`config.mk`:
```
export PLATFORM = sky130hd
export DESIGN_NAME = calc_param
export DESIGN_NICKNAME = d
export VERILOG_FILES = /design/src/rtl/calc_pkg.sv /design/src/rtl/calc_disp_ser.sv /design/src/rtl/calc_param.sv
export SDC_FILE = /design/constraint.sdc
export NUM_CORES = 1
export LEC_CHECK = 0
export CORE_UTILIZATION = 35
export CTS_BUF_LIST = sky130_fd_sc_hd__clkbuf_8
export DETAILED_ROUTE_END_ITERATION = 8
export PLACE_DENSITY = 0.58
export SLEW_MARGIN = 5
export SYNTH_ARGS = -nofsm -noshare
export SYNTH_HDL_FRONTEND = slang
export SYNTH_SLANG_ARGS = --single-unit
```
`constraint.sdc`:
```
create_clock -name clock -period 20 [get_ports clock]
set_input_delay 6 -clock clock [delete_from_list [all_inputs] [get_ports clock]]
set_output_delay 6 -clock clock [all_outputs]
set_load 0.02 [all_outputs]
```
`src/rtl/calc_pkg.sv`:
```
// calc_pkg: shared definitions for the calculator slice.
//   - key codes presented on cmd (digits 0-9 are their own values)
//   - FSM state encoding, also exported on the debug state port
//   - status port encoding
//   - internal operator encoding plus a key-to-operator helper
package calc_pkg;

    localparam logic [3:0] KEY_ADD = 4'd10;
    localparam logic [3:0] KEY_SUB = 4'd11;
    localparam logic [3:0] KEY_MUL = 4'd12;
    localparam logic [3:0] KEY_DIV = 4'd13;
    localparam logic [3:0] KEY_EQ  = 4'd14;
    localparam logic [3:0] KEY_BS  = 4'd15;

    typedef enum logic [2:0] {
        WAIT_A = 3'd0,
        WAIT_B = 3'd1,
        CALC   = 3'd2,
        SHOW   = 3'd3,
        ERROR  = 3'd4
    } state_t;

    typedef enum logic [1:0] {
        STAT_ERROR = 2'b00,
        STAT_BUSY  = 2'b01,
        STAT_READY = 2'b10,
        STAT_PRINT = 2'b11
    } status_t;

    typedef enum logic [1:0] {
        OP_ADD = 2'd0,
        OP_SUB = 2'd1,
        OP_MUL = 2'd2,
        OP_DIV = 2'd3
    } op_t;

    // Operator keys are contiguous starting at KEY_ADD.
    function automatic op_t key_to_op(input logic [3:0] key);
        return op_t'(2'(key - KEY_ADD));
    endfunction

endpackage

```
`src/rtl/calc_disp_ser.sv`:
```
// calc_disp_ser: turns a binary value into a DIGITS-cycle burst of BCD
// digits, least significant digit first, leading zeros included.
//   clock, reset : system clock, asynchronous active-high reset
//   start        : one-cycle pulse; value is captured on this edge and the
//                  burst begins in the following cycle (restarts any burst)
//   value        : binary value to display (< 10^DIGITS)
//   data         : current BCD digit (0 when idle)
//   pos          : position of data, 0 = least significant (0 when idle)
//   data_valid   : high for the DIGITS cycles of the burst
//   busy         : same as data_valid; burst in progress
module calc_disp_ser
    import calc_pkg::*;
#(
    parameter int DIGITS = 8,
    parameter int W      = 27,
    parameter int PW     = 3
) (
    input  logic          clock,
    input  logic          reset,
    input  logic          start,
    input  logic [W-1:0]  value,
    output logic [3:0]    data,
    output logic [PW-1:0] pos,
    output logic          data_valid,
    output logic          busy
);

    localparam logic [W-1:0]  TEN  = W'(10);
    localparam logic [PW-1:0] LAST = PW'(DIGITS - 1);

    logic [W-1:0]  rest;
    logic [PW-1:0] cnt;
    logic          active;

    // rest holds the not-yet-shown digits; the displayed digit is rest % 10.
    always_ff @(posedge clock or posedge reset) begin
        if (reset) begin
            rest   <= '0;
            cnt    <= '0;
            active <= 1'b0;
        end else if (start) begin
            rest   <= value;
            cnt    <= '0;
            active <= 1'b1;
        end else if (active) begin
            rest <= rest / TEN;
            if (cnt == LAST) begin
                cnt    <= '0;
                active <= 1'b0;
            end else begin
                cnt <= cnt + PW'(1);
            end
        end
    end

    always_comb begin
        data       = active ? 4'(rest % TEN) : 4'd0;
        pos        = active ? cnt : '0;
        data_valid = active;
        busy       = active;
    end

endmodule

```
`src/rtl/calc_param.sv`:
```
// calc_param: key-driven decimal calculator with serial BCD display.
//   clock, reset : system clock (rising edge), asynchronous active-high reset
//   cmd          : key code (0-9 digit, 10 add, 11 sub, 12 mul, 13 div,
//                  14 '=', 15 backspace), sampled when cmd_valid=1
//   cmd_valid    : one-cycle key strobe; keys offered while ready=0 are dropped
//   ready        : key accepted this cycle
//   status       : 00 error, 01 busy (calculating), 10 ready, 11 printing
//   data, pos    : BCD digit and its position during a display burst
//   data_valid   : data/pos valid
//   state        : FSM state code (debug)
module calc_param
    import calc_pkg::*;
#(
    parameter  int DIGITS = 8,
    localparam int W      = $clog2(10 ** DIGITS),
    localparam int PW     = $clog2(DIGITS)
) (
    input  logic          clock,
    input  logic          reset,
    input  logic [3:0]    cmd,
    input  logic          cmd_valid,
    output logic          ready,
    output logic [1:0]    status,
    output logic [3:0]    data,
    output logic [PW-1:0] pos,
    output logic          data_valid,
    output logic [2:0]    state
);

    localparam int            CW   = $clog2(W);
    localparam logic [W:0]    MAX  = (W+1)'(10 ** DIGITS - 1);
    localparam logic [W-1:0]  FULL = W'(10 ** (DIGITS - 1));
    localparam logic [W-1:0]  TEN  = W'(10);
    localparam logic [CW-1:0] LAST = CW'(W - 1);

    state_t        cur, nxt;
    logic [W-1:0]  entry, entry_d;
    logic [W-1:0]  a, a_d;
    logic [W-1:0]  b, b_d;
    op_t           op, op_d;
    logic          typed, typed_d;      // digit entered since operator latched
    logic [CW-1:0] cnt, cnt_d;
    logic [W:0]    acc, acc_d;          // mul partial product / div remainder
    logic [W-1:0]  quo, quo_d;
    logic          ovf, ovf_d;          // sticky mul overflow

    logic          accept;
    logic          start;
    logic [W-1:0]  show_val;
    logic          busy;

    // ---------------------------------------------------------------
    // Arithmetic step logic (all W+1 bits wide, no silent wrap)
    // ---------------------------------------------------------------
    logic [CW-1:0] idx;
    logic [W:0]    dbl, mul_sum, mul_acc_nx;
    logic          mul_ovf_nx;
    logic [W:0]    div_sh, div_rem_nx;
    logic          div_ge;
    logic [W-1:0]  div_q_nx;
    logic [W:0]    add_res, sub_res;

    // Both iterative ops walk the B (mul) or A (div) bits MSB first. For mul,
    // overflow is checked after doubling and again after the add; once the
    // partial product exceeds MAX it can never come back, so the flag sticks.
    always_comb begin
        idx        = LAST - cnt;
        dbl        = acc << 1;
        mul_sum    = dbl + (b[idx] ? {1'b0, a} : '0);
        mul_ovf_nx = ovf || (dbl > MAX) || (mul_sum > MAX);
        mul_acc_nx = ovf ? acc : mul_sum;
        div_sh     = {acc[W-1:0], a[idx]};
        div_ge     = div_sh >= {1'b0, b};
        div_rem_nx = div_ge ? (div_sh - {1'b0, b}) : div_sh;
        div_q_nx   = W'({quo, div_ge});
        add_res    = {1'b0, a} + {1'b0, b};
        sub_res    = {1'b0, a} - {1'b0, b};
    end

    // ---------------------------------------------------------------
    // State register
    // ---------------------------------------------------------------
    always_ff @(posedge clock or posedge reset) begin
        if (reset) cur <= WAIT_A;
        else       cur <= nxt;
    end

    // ---------------------------------------------------------------
    // Next-state and datapath next values
    // ---------------------------------------------------------------
    logic       done, bad;
    logic [W:0] res;

    always_comb begin
        nxt      = cur;
        entry_d  = entry;
        a_d      = a;
        b_d      = b;
        op_d     = op;
        typed_d  = typed;
        cnt_d    = cnt;
        acc_d    = acc;
        quo_d    = quo;
        ovf_d    = ovf;
        start    = 1'b0;
        show_val = entry;
        done     = 1'b0;
        bad      = 1'b0;
        res      = '0;

        case (cur)
            WAIT_A, WAIT_B: begin
                if (accept) begin
                    if (cmd <= 4'd9) begin
                        if (entry < FULL) begin
                            entry_d = entry * TEN + W'(cmd);
                            typed_d = 1'b1;
                        end
                    end else if (cmd == KEY_BS) begin
                        entry_d = entry / TEN;
                    end else if (cmd == KEY_EQ) begin
                        if (cur == WAIT_B) begin
                            b_d   = entry;
                            nxt   = CALC;
                            cnt_d = '0;
                            acc_d = '0;
                            quo_d = '0;
                            ovf_d = 1'b0;
                        end
                    end else if (cur == WAIT_A) begin
                        a_d     = entry;
                        op_d    = key_to_op(cmd);
                        entry_d = '0;
                        typed_d = 1'b0;
                        nxt     = WAIT_B;
                    end else if (!typed) begin
                        op_d = key_to_op(cmd);
                    end
                    // Entering CALC shows nothing; the result burst follows.
                    start    = (nxt != CALC) && ((entry_d != entry) || (nxt != cur));
                    show_val = entry_d;
                end
            end

            CALC: begin
                cnt_d = cnt + CW'(1);
                case (op)
                    OP_ADD: begin
                        bad  = add_res > MAX;
                        done = 1'b1;
                        res  = add_res;
                    end
                    OP_SUB: begin
                        bad  = b > a;
                        done = 1'b1;
                        res  = sub_res;
                    end
                    OP_MUL: begin
                        acc_d = mul_acc_nx;
                        ovf_d = mul_ovf_nx;
                        if (cnt == LAST) begin
                            bad  = mul_ovf_nx;
                            done = 1'b1;
                            res  = mul_acc_nx;
                        end
                    end
                    default: begin  // OP_DIV
                        if ((cnt == '0) && (b == '0)) begin
                            bad = 1'b1;
                        end else begin
                            acc_d = div_rem_nx;
                            quo_d = div_q_nx;
                            if (cnt == LAST) begin
                                done = 1'b1;
                                res  = {1'b0, div_q_nx};
                            end
                        end
                    end
                endcase

                if (bad) begin
                    nxt = ERROR;
                end else if (done) begin
                    entry_d  = W'(res);
                    nxt      = SHOW;
                    start    = 1'b1;
                    show_val = W'(res);
                end
            end

            SHOW: nxt = WAIT_A;

            ERROR: begin
                if (accept && (cmd == KEY_EQ)) begin
                    a_d      = '0;
                    b_d      = '0;
                    entry_d  = '0;
                    typed_d  = 1'b0;
                    nxt      = WAIT_A;
                    start    = 1'b1;
                    show_val = '0;
                end
            end

            default: nxt = WAIT_A;
        endcase
    end

    // ---------------------------------------------------------------
    // Datapath registers
    // ---------------------------------------------------------------
    always_ff @(posedge clock or posedge reset) begin
        if (reset) begin
            entry <= '0;
            a     <= '0;
            b     <= '0;
            op    <= OP_ADD;
            typed <= 1'b0;
            cnt   <= '0;
            acc   <= '0;
            quo   <= '0;
            ovf   <= 1'b0;
        end else begin
            entry <= entry_d;
            a     <= a_d;
            b     <= b_d;
            op    <= op_d;
            typed <= typed_d;
            cnt   <= cnt_d;
            acc   <= acc_d;
            quo   <= quo_d;
            ovf   <= ovf_d;
        end
    end

    // ---------------------------------------------------------------
    // Outputs
    // ---------------------------------------------------------------
    always_comb begin
        ready  = (((cur == WAIT_A) || (cur == WAIT_B)) && !busy) || (cur == ERROR);
        accept = cmd_valid && ready;
        state  = cur;
        if (cur == ERROR)     status = STAT_ERROR;
        else if (cur == CALC) status = STAT_BUSY;
        else if (busy)        status = STAT_PRINT;
        else                  status = STAT_READY;
    end

    calc_disp_ser #(
        .DIGITS (DIGITS),
        .W      (W),
        .PW     (PW)
    ) u_disp (
        .clock      (clock),
        .reset      (reset),
        .start      (start),
        .value      (show_val),
        .data       (data),
        .pos        (pos),
        .data_valid (data_valid),
        .busy       (busy)
    );

endmodule
```
# Yosys cells after proc, flatten, opt, wreduce, memory -nomap -nowiden
# Cells that the tools add are included.
[word_totals]
regBits = 178
latch_bits = 0
ram_bits = 0
rom_bits = 0
input_bits = 7
out_inout_bits = 14
wordCells = 211
memories = 0
[classes]
addsub = 9
mul = 1
div = 3
n_lt_le_gt_ge = 8
n_eq_ne = 31
shift = 0
muxes = 113
bitwise = 3
reduce_logical = 30
[ops]
columns = ["operator", "count"]
rows = [
  ["27-bit 2-to-1 mux", 28],
  ["28-bit 2-to-1 mux", 8],
  ["26-bit 2-to-1 mux", 7],
  ["27-bit case mux with 3 select lines", 2],
  ["28-bit case mux with 2 select lines", 2],
  ["27-bit case mux with 2 select lines", 2],
  ["28-bit by 27-bit greater-than comparator with 1-bit output, second input constant", 3],
  ["27-bit by 4-bit divider with 27-bit output, second input constant", 2],
  ["26-bit case mux with 2 select lines", 1],
  ["3-bit 2-to-1 mux", 15],
  ["1-bit 2-to-1 mux", 29],
  ["27-bit by 27-bit adder with 28-bit output", 1],
  ["28-bit by 27-bit adder with 28-bit output", 1],
  ["28-bit by 27-bit >= comparator with 1-bit output", 1],
  ["7-bit AND reduction", 4],
  ["28-bit by 27-bit subtractor with 28-bit output", 1],
  ["27-bit by 4-bit adder with 27-bit output", 1],
  ["27-bit greater-than comparator", 1],
  ["27-bit logical NOT", 1],
  ["27-bit by 24-bit less-than comparator with 1-bit output, second input constant", 1],
  ["27-bit by 4-bit remainder unit with 27-bit output, second input constant", 1],
  ["27-bit by 3-bit multiplier with 26-bit output, second input constant", 1],
  ["27-bit != test", 1],
  ["27-bit subtractor", 1],
  ["39 further kinds", 83],
]

# Logic depth before layout (Yosys ltp)
[logic_depth]
depth_word = 13
mapped_depth = 47
mapped_depth_nobuf = 41

# Cells and area by module
# Synthesis repeated with hierarchy kept, for this count alone.
[unflattened]
hier_cells = 3321
hier_area_um2 = 24409.7
[modules_own_cells]
columns = ["mod", "n_inst", "cells_each", "area_per_inst_um2", "seq_area_each_um2"]
rows = [
  ["calc_param", 1, 2596, 19287.2, 3653.5],
  ["calc_disp_ser", 1, 725, 5122.4, 775.7],
]

# Worst setup path after synthesis
# No wires, ideal clock.
[synth_path]
path_type = "reg2out"
from = "register u_disp.rest[26]"
to = "output data[1]"
arrival_ps = 9128
t_required_ps = 14000
path_slack_ps = 4872
path_stages_with_launch = 38
path_cell_list = "dfrtp_1 buf_4 nor3b_2 a2111oi_0 or2_1 buf_2 or4_4 o31ai_1 a221o_2 a211oi_2 nor4_4 nor4_1 a2111oi_4 a21oi_1 a22oi_2 and3_1 buf_6 mux2i_2 [... 2 more ...] a31oi_4 xnor2_1 a21oi_2 a2111oi_4 nor3b_1 a211o_1 or3b_1 a221o_1 mux2i_1 nand4_1 and4_1 buf_2 xnor2_1 ha_1 or2_2 o221ai_1 xnor2_1 nor2_1"
[synth_between]
elab_chain_len = 2
[synth_lines]
columns = ["item", "line", "source"]
rows = [
  ["start, declared", "calc_disp_ser.sv:31", "logic [W-1:0] rest;"],
  ["start signal, assigned", "calc_disp_ser.sv:42", "rest <= value;"],
  ["start signal, assigned", "calc_disp_ser.sv:46", "rest <= rest / TEN;"],
  ["27-bit by 4-bit remainder unit with 27-bit output", "calc_disp_ser.sv:57", "data = active ? 4'(rest % TEN) : 4'd0;"],
  ["4-bit 2-to-1 mux", "calc_disp_ser.sv:57", ""],
  ["end, declared", "calc_param.sv:24", "output logic [3:0] data,"],
]
# Every way passes these cells.

# Final worst setup path
[layout_path]
from = "register u_disp.rest[24]"
to = "output data[1]"
# The elaborated chain is that of the path after synthesis.

==> out/results.tsv <==
stage	metric	value	unit
floorplanning	I/O pins	21	
worst_setup_path	most used cell, CP	xnor2_1	
logic_synthesis	Post-synth EDFFs	0	
global_routing	number of global-route vias before repair	24200	
route	DRT Wirelength	89.0	mm
route	routed len/inst	20.6	µm
hold_path	HP Class	reg -> reg	
timing	setup violators final	0	
worst_setup_path	Crit. End Element	output pin	
global_routing	first-pass GRT wire length	140	mm
floorplanning	initial cell density of the core	35.5	%
logic_synthesis	post-synthesis instance total	3526	
global_routing	total track usage	23.2	%
cells_and_area	share of cells above drive strength 1	7.95	%
cts	clock root buffer	clkbuf_8	
route	first-iteration detailed-routing DRC count	2876	
timing	Final TNS setup	0	ps
floorplanning	core footprint	73200	µm²
timing	f_max	54.5	MHz
floorplanning	Rows	99	
global_routing	initial antenna violation count	1	
timing	RSZ-0062 raised after global routing	false	
cts	CTS Hold Bufs	0	
cts	Clock Sinks	177	
worst_setup_path	slowest CP cell	dfrtp_1	
route	antenna-violating nets left	0	
timing	Rel. slew slack	24.3	%
cts	Setup Buffers After CTS	0	
worst_setup_path	worst stage delay on the critical path	760	ps
logic_synthesis	top cell type's share of synthesized area	17.0	%
cells_and_area	Final Util	37.1	%
cts	clock buffer count from CTS	17	
logic_synthesis	ys flop type	dfrtp_1	
worst_setup_path	type of the worst setup path	reg -> out	
logic_synthesis	Unique masters post-synth	142	
logic_synthesis	ranking of synthesized cells by area	dfrtp_1 (17%), ha_1 (7.7%), nand2_1 (5.6%)	
timing	Final period util	91.8	%
floorplanning	chip width	275	µm
timing	Final min period	18360	ps
cts	Reg clk slew, reported paths	130	ps
outcome	failing checks	design-rule violations	
cells_and_area	most frequent cells in the layout	nand2_1 (390), nor2_1 (290), o21ai_0 (278)	
timing	clk_skew	27.7	ps
logic_synthesis	Avg Cell Area, Syn	7.38	µm²
logic_synthesis	Synth Cell Area	26000	µm²
route	Initial DRT Pass Iterations	8	
timing	Worst Tran Pin Value	1130	ps
placed_design	Port Buffers	20	
worst_setup_path	Critical Path RT	14000	ps
logic_synthesis	leading area contributor after synthesis	dfrtp_1	
cells_and_area	Final #Nets	3531	
outcome	status	complete, but fails checks	
logic_synthesis	sequential element share of the synthesized area	17.0	%
timing	Slew Viols, Final	0	
cts	worst skew pair latency	540	ps
global_routing	final global-route overflow total	0	
logic_synthesis	syn_nets	3700	
run	Maximum Capacitance Violations	0	
cts	CTS resizes	0	
cells_and_area	commonest non-fill, non-tap cell in the layout	nand2_1	
worst_setup_path	startpoint types	flip-flop	
worst_setup_path	crit path max fanout	21	
route	routed via count	26800	
cts	CTS H-tree depth	4	
route	post-route DRC violation count	3	
cells_and_area	P&R area growth vs syn	4.32	%
floorplanning	die area	75400	µm²
logic_synthesis	synth warn	0	
cells_and_area	ANT cells	0	
cts	clock buffer depth	2	
placed_design	routability cong.	0.928	
cts	CTS tree	built	
floorplanning	die height	275	µm
worst_setup_path	Crit path arrival time	12360	ps
logic_synthesis	FFs w/ async S/R, synth	100	%
placed_design	Post-DP HPWL	65.6	mm
logic_synthesis	Synth Register Bits	177	
timing	final hold vios	0	
route	vias per cell	6.20	
global_routing	largest net degree at the start of global routing	109	
kinds of logic after synthesis:
group | share of synthesized area [%]
and+or+nand+nor | 23.8
AOI/OAI and AO/OA | 33.2
buffers and inverters | 6.49
xor gates and xnor gates | 6.33
DFF | 17.0
adders and majority gates | 8.40
muxes | 4.73
Yosys cell counts (14+ instances only):
cell,n
nor4_1,30
nand2b_1,27
nor3_1,103
o221ai_1,20
xor2_1,45
a2111oi_0,14
a21o_1,54
a22oi_1,24
mux4_2,14
or3_1,20
and2_1,49
xnor2_1,130
and3_1,25
ha_1,161
o21bai_1,43
o22ai_1,39
mux2i_1,43
nand2_1,390
a31oi_1,39
clkbuf_1,180
nor2b_1,29
o211ai_1,48
dfrtp_1,177
a221o_1,26
nand4_1,46
buf_2,42
o31ai_1,30
nor2_1,292
nand3_1,149
inv_1,139
mux2_4,22
o21ai_0,278
a21oi_1,273
a211oi_1,42
o21a_1,29
state kept, by name (all words and copies together) (netlist names):
| name | flops |
|---|---|
| state | 3 |
| quo | 26 |
| u_disp.busy | 1 |
| b | 27 |
| op | 2 |
| entry | 27 |
| u_disp.cnt | 3 |
| a | 27 |
| u_disp.rest | 27 |
| acc | 27 |
| ovf | 1 |
| cnt | 5 |
| typed | 1 |
worst max-delay path, delay by kind of cell, from the launching register on:
kind / cells / cell delay [ps]
adder cells (fa/ha/maj): 1 / 320
flip-flops: 1 / 760
multiplexers: 3 / 920
buffers and inverters: 1 / 640
AO/OA/AOI/OAI: 14 / 4270
AND/OR/NAND/NOR: 13 / 4150
XOR/XNOR: 3 / 760
area by class of cell:
class	instances	area (µm²)
Tap cell	959	1200
Sequential cell	177	4440
Clock inverter	15	196
Multi-Input combinational cell	2944	19900
Clock buffer	17	234
Timing Repair Buffer	67	553
Fill cell	7701	46100
Inverter	150	571
layer usage:
metal	routed length, µm	part of all wire, %	global-route usage (%)	vias to the layer above
met5	0	0	0	-
met4	2250	2.5	6.36	0
met3	5970	6.7	3.19	129
met2	39400	44	35.9	977
met1	41400	47	33.3	12900
li1	-	-	-	12800
path summary, 6_finish.rpt:
check	from	to	slack, ps	cells past startpoint
worst max register to register	entry[24]	u_disp.rest[24]	6900	32
max in group asynchronous	reset	u_disp.busy	12570	3
worst min-delay path	quo[3]	quo[4]	520	2
worst min register to register	quo[3]	quo[4]	520	2
worst max-delay path	u_disp.rest[24]	data[1]	1640	35
min in group asynchronous	reset	acc[8]	5960	2
through the flow:
step | setup slack (ps) | hold WS (ps) | instances | instance area (µm²)
finish | 1640 | 517 | 4329 | 27100
global route | 653 | 542 | 4329 | 27100
CTS | 1720 | 515 | 4329 | 27100
detailed placement | 2350 | 482 | 4297 | 26700
global placement | 2500 | 487 | 4297 | 26700
floorplan | 4870 | 460 | 3526 | 26000
Power is left out: the tool's default activity adds up to more than one toggle a clock period on the data nets, which glitch-free logic cannot reach.
